<file path="config.mk">
export PLATFORM = sky130hd
export DESIGN_NAME = blake_round_scheduler
export DESIGN_NICKNAME = d
export VERILOG_FILES = /design/src/rtl/blake_pkg.sv /design/src/rtl/blake_round_counter.sv /design/src/rtl/blake_round_scheduler.sv
export SDC_FILE = /design/constraint.sdc
export NUM_CORES = 1
export LEC_CHECK = 0
export BUFFER_PORTS_ARGS = -buffer_cell sky130_fd_sc_hd__buf_4
export CORE_AREA = 2 2 51 53
export DETAILED_ROUTE_END_ITERATION = 16
export DIE_AREA = 0 0 53 55
export PLACE_DENSITY_LB_ADDON = 0.25
export SLEW_MARGIN = 20
export SYNTH_ARGS = -nofsm -noshare
export SYNTH_HDL_FRONTEND = slang
export SYNTH_SLANG_ARGS = --single-unit
</file>
<file path="constraint.sdc">
create_clock -name clk -period 4.7 [get_ports clk]
set_clock_uncertainty 0.1 [all_clocks]
set_input_delay 0.47 -clock clk [delete_from_list [all_inputs] [get_ports clk]]
set_output_delay 0.47 -clock clk [all_outputs]
set_load 0.05 [all_outputs]
</file>
<file path="src/rtl/blake_pkg.sv">
// Shared types and constants for the BLAKE-512 round scheduler.
package blake_pkg;

  typedef enum logic [1:0] {StIdle, StInit, StRound, StFinal} state_e;

  localparam int unsigned G_TOTAL    = 8;
  localparam int unsigned SIGMA_ROWS = 10;
  localparam int unsigned ROUND_W    = 4;
  localparam int unsigned SIGMA_W    = 4;

  function automatic int unsigned steps_for(int unsigned g_par);
    return G_TOTAL / g_par;
  endfunction

  // A single-step round still needs a 1-bit step index.
  function automatic int unsigned step_width(int unsigned g_par);
    int unsigned steps;
    steps = G_TOTAL / g_par;
    return (steps > 1) ? $clog2(steps) : 1;
  endfunction

endpackage

</file>
<file path="src/rtl/blake_round_counter.sv">
// Step, round and sigma-row counters for the round scheduler.
module blake_round_counter
  import blake_pkg::*;
#(
  parameter int unsigned NUM_ROUNDS = 16,
  parameter int unsigned G_PAR      = 2
) (
  input  logic                          clk,
  input  logic                          rst,
  input  logic                          clear,
  input  logic                          advance,
  output logic [ROUND_W-1:0]            round_idx,
  output logic [step_width(G_PAR)-1:0]  step_idx,
  output logic [SIGMA_W-1:0]            sigma_row,
  output logic                          last_step
);

  localparam int unsigned STEPS = steps_for(G_PAR);
  localparam int unsigned SW    = step_width(G_PAR);

  logic [ROUND_W-1:0] round_q;
  logic [SW-1:0]      step_q;
  logic [SIGMA_W-1:0] sigma_q;
  logic               step_wrap;

  assign step_wrap = (step_q == SW'(STEPS - 1));
  assign last_step = step_wrap && (round_q == ROUND_W'(NUM_ROUNDS - 1));

  always_ff @(posedge clk) begin
    if (rst || clear) begin
      round_q <= '0;
      step_q  <= '0;
      sigma_q <= '0;
    end else if (advance) begin
      if (step_wrap) begin
        step_q  <= '0;
        round_q <= round_q + ROUND_W'(1);
        // Sigma row tracks round mod 10 without a divider.
        sigma_q <= (sigma_q == SIGMA_W'(SIGMA_ROWS - 1)) ? '0 : sigma_q + SIGMA_W'(1);
      end else begin
        step_q <= step_q + SW'(1);
      end
    end
  end

  assign round_idx = round_q;
  assign step_idx  = step_q;
  assign sigma_row = sigma_q;

endmodule

</file>
<file path="src/rtl/blake_round_scheduler.sv">
// Sequences one BLAKE-512 compression: init strobe, G-core steps per round, finalize/done.
module blake_round_scheduler
  import blake_pkg::*;
#(
  parameter int unsigned NUM_ROUNDS = 16,
  parameter int unsigned G_PAR      = 2
) (
  input  logic                          clk,
  input  logic                          rst,
  input  logic                          start,
  input  logic                          stall,
  output logic                          ready,
  output logic                          busy,
  output logic                          init_round,
  output logic                          step_en,
  output logic [ROUND_W-1:0]            round_idx,
  output logic [step_width(G_PAR)-1:0]  step_idx,
  output logic [2:0]                    g_base,
  output logic                          diag,
  output logic [SIGMA_W-1:0]            sigma_row,
  output logic                          finalize,
  output logic                          done
);

  state_e state_q, state_d;
  logic   ready_q, busy_q, init_q, fin_q;
  logic   last_step;
  logic   cnt_clear;

  assign step_en   = (state_q == StRound) && !stall;
  assign cnt_clear = (state_q == StInit);

  always_comb begin
    state_d = state_q;
    unique case (state_q)
      StIdle:  if (start) state_d = StInit;
      StInit:  state_d = StRound;
      StRound: if (!stall && last_step) state_d = StFinal;
      StFinal: state_d = start ? StInit : StIdle;
      default: state_d = StIdle;
    endcase
  end

  // Strobes are registered from the next state so they line up with state_q.
  always_ff @(posedge clk) begin
    if (rst) begin
      state_q <= StIdle;
      ready_q <= 1'b1;
      busy_q  <= 1'b0;
      init_q  <= 1'b0;
      fin_q   <= 1'b0;
    end else begin
      state_q <= state_d;
      ready_q <= (state_d == StIdle) || (state_d == StFinal);
      busy_q  <= (state_d != StIdle);
      init_q  <= (state_d == StInit);
      fin_q   <= (state_d == StFinal);
    end
  end

  blake_round_counter #(
    .NUM_ROUNDS (NUM_ROUNDS),
    .G_PAR      (G_PAR)
  ) u_counter (
    .clk        (clk),
    .rst        (rst),
    .clear      (cnt_clear),
    .advance    (step_en),
    .round_idx  (round_idx),
    .step_idx   (step_idx),
    .sigma_row  (sigma_row),
    .last_step  (last_step)
  );

  assign g_base     = 3'(32'(step_idx) * G_PAR);
  assign diag       = g_base[2];
  assign ready      = ready_q;
  assign busy       = busy_q;
  assign init_round = init_q;
  assign finalize   = fin_q;
  assign done       = fin_q;

endmodule

</file>
==> summary.txt <==
CTS
  • CTS sink cnt: 16
  • Clock latency at the later pin of the worst-skew pair: 280 ps
  • Setup Buffers After CTS: 0
  • H-tree Lvls: 1
  • Clock slew at reported path FFs: around 100 ps
  • TritonCTS Buffers: 3
  • CTS tree: built
  • Post-CTS Hold Buffers: 0
  • Clock tree buffer depth: 2
  • Clock root buffer: clkbuf_4
  • PostCTS Resize Cnt: 0

Detailed routing
  • WL per Instance: around 11 um
  • DRT Pass-1 Iters: 4
  • Remaining antenna violation count after routing: 0
  • DRC: 0
  • Vias per cell: 4.61
  • Vias: just over 600
  • Initial DRC count: 6
  • Detailed Route WL: roughly 1.4 mm

Synthesis
  • Register area share after synthesis: 40.1%
  • Share of Yosys cell area claimed by the top area cell type: 40.1%
  • Ranking of synthesized cells by area: dfxtp_1, ha_1, buf_4
  • Main synth FF type: dfxtp_1
  • Net Count, Synth: 98
  • Cell Area, Synth: 800 um^2
  • Number of synthesized flops with an enable pin: 0
  • Area leader, netlist: dfxtp_1
  • Syn avg cell area: 9.41 um^2
  • Yosys reg bits: 16
  • FFs w/ async S/R, synth: 0%
  • Synth cell count leaders: dfxtp_1, ha_1, nor2_1, nor2b_1
  • Yosys Warn Count: 0
  • Post-Synthesis Cells: 85
  • Count leader, synth: dfxtp_1
  • Synth cell types: 26

GRT
  • Vias in the first global route: 557
  • First-pass GRT wire length: ~2.2 mm
  • Largest net degree at the start of global routing: 11
  • Total GRT Usage: around 11%
  • Initial antenna violation count: 0
  • Grt total ovfl: 0

Worst setup path
  • R2R setup slack: 2510 ps
  • Arrival time worst endpoint: 1630 ps
  • Critical path type: reg2out
  • Crit path launch type: flip-flop
  • Critical-path maximum fanout: 5
  • Reg-to-reg startpoint: state_q[0]
  • Register-to-Register Path Depth: 7
  • Worst r2r dst: ready
  • Worst setup EP type: output port
  • Req. time, crit path: ~4100 ps

Floorplan
  • Total core area: 2360 um^2
  • I/O pin count: 24
  • Die height: 55 um
  • Cell Rows: 18
  • Die Area: 2920 um^2
  • DIE WIDTH: 53 um
  • Starting Density: 33.8%

Cells and area
  • Share of layout cells above drive strength 1: 26.9%
  • Antenna cells: 0
  • Area Overhead vs Synth: 23.0%
  • Nets: 119

STA
  • Post-route setup TNS: 0 ps
  • Final hold vios: 0
  • Post-layout minimum cycle time: ~2200 ps
  • Fmax: between 400 and 500 MHz
  • RSZ-0062 raised after global routing: no
  • Setup-failing EPs final: 0
  • Slew Limit Fails: 0
  • Final worst-path cycle share: between 40% and 50%

Pwr
  • P_sw: 0.109 mW
  • Switching Fraction: 34.3%
  • P_int: 0.209 mW
  • Power density over cell area: 324 nW/um^2
  • Worst IR Drop VDD: ~160 uV
  • Comb pwr share: a little under a third
  • Total power: 0.318 mW
  • Leakage: 0.453 nW
  • Sequential power share: 47.6%
  • Clock share of power: 22.1%

Place
  • Detailed placement HPWL: 1.12 mm
  • I/O Buffers: 22
  • Final GP Congestion: 0.702

Min path
  • Hold wc startpoint: rst
  • Hold WC Path Type: in2reg
  • Hold Path Cell Cnt: 2
  • Hold Path End: state_q[1]

Run status
  • Status: finished, final reports clean

Job
  • Max-cap violation count: 0
==> worst max path at each step <==
stage / to / cells after the start / start / slack [ps]
after detailed placement: ready / 7 / state_q[0] / 2510
after CTS: step_en / 4 / state_q[0] / 2460
after global routing: ready / 7 / state_q[0] / 2360
after floorplan: ready / 6 / u_counter.step_idx[1] / 2330
after global placement: ready / 6 / u_counter.step_idx[0] / 2580
final: step_en / 4 / state_q[0] / 2500
==> critical path, stage by stage, from the launching register on <==
cell	delay (ps)
dfxtp_1	360
inv_1	90
ha_1	250
nor2b_1	370
buf_4	270
==> power groups by stage <==
stage / combinational (mW) / clock, mW / sequential (mW)
after floorplan: 0.0459 / 0 / 0.182
after global placement: 0.0963 / 0 / 0.155
after detailed placement: 0.0978 / 0 / 0.155
after CTS: 0.0980 / 0.0762 / 0.152
after global routing: 0.107 / 0.0794 / 0.153
final: 0.0967 / 0.0702 / 0.151
==> cells by family after synthesis <==
group           after synthesis  synth area share [%]
compound gates               12                  8.76
fa+ha+maj                     9                  14.1
simple gates                 31                  22.5
xor+xnor                      3                  3.29
buf+inv                      10                  7.04
mux                           3                  3.76
other cells                   1                 0.469
flops                        16                  40.1
==> metrics by stage <==
step / setup WS, ps / area (um^2) / utilization [%] / hold WS (ps) / std cells
floorplan: 2330 / 800 / - / 437 / 85
global placement: 2580 / 961 / 40.6 / 405 / 131
detailed placement: 2510 / 961 / 40.6 / 410 / 131
CTS: 2460 / 983 / 41.6 / 276 / 134
global route: 2360 / 983 / 41.6 / 290 / 134
finish: 2500 / 983 / 41.6 / 289 / 134
==> state kept, by name, summed over array words and instances, names as in the netlist <==
| register | cells |
|---|---|
| init_round | 1 |
| state_q | 2 |
| u_counter.step_idx | 2 |
| done | 1 |
| u_counter.sigma_row | 4 |
| ready | 1 |
| busy | 1 |
| u_counter.round_idx | 4 |
==> layer usage <==
| layer | wire [um] | global-route usage (%) | part of all wire (%) | vias up |
|---|---|---|---|---|
| met5 | 0 | 0 | 0 | - |
| met4 | 15 | 7.69 | 1.0 | 0 |
| met3 | 59 | 2.42 | 4.1 | 2 |
| met2 | 708 | 18.5 | 50 | 8 |
| met1 | 646 | 11.8 | 45 | 280 |
| li1 | - | - | - | 328 |
==> layout by cell type, fill, tap and decap left out <==
master,instances
ha_1,9
clkbuf_4,3
nand2_1,3
a31oi_1,1
nand4b_2,1
nor2b_1,6
mux2i_1,3
nor2_1,8
conb_1,1
nand3_1,3
nor3b_1,1
or2_1,1
nand3b_1,1
xor2_1,3
o21ai_0,3
buf_4,22
a21oi_1,5
dfxtp_1,16
or2_2,2
or4b_1,1
a221oi_1,1
nand4b_1,1
a21o_1,1
a211oi_1,1
inv_1,4
or3_1,3
==> cell type report <==
class | count | area (um^2)
Multi-Input combinational cell | 59 | 423
Tap cell | 30 | 37.5
Timing Repair Buffer | 22 | 165
Clock buffer | 3 | 22.5
Fill cell | 236 | 1380
Inverter | 4 | 15.0
Sequential cell | 16 | 320
(Power assumes the default switching activity.)
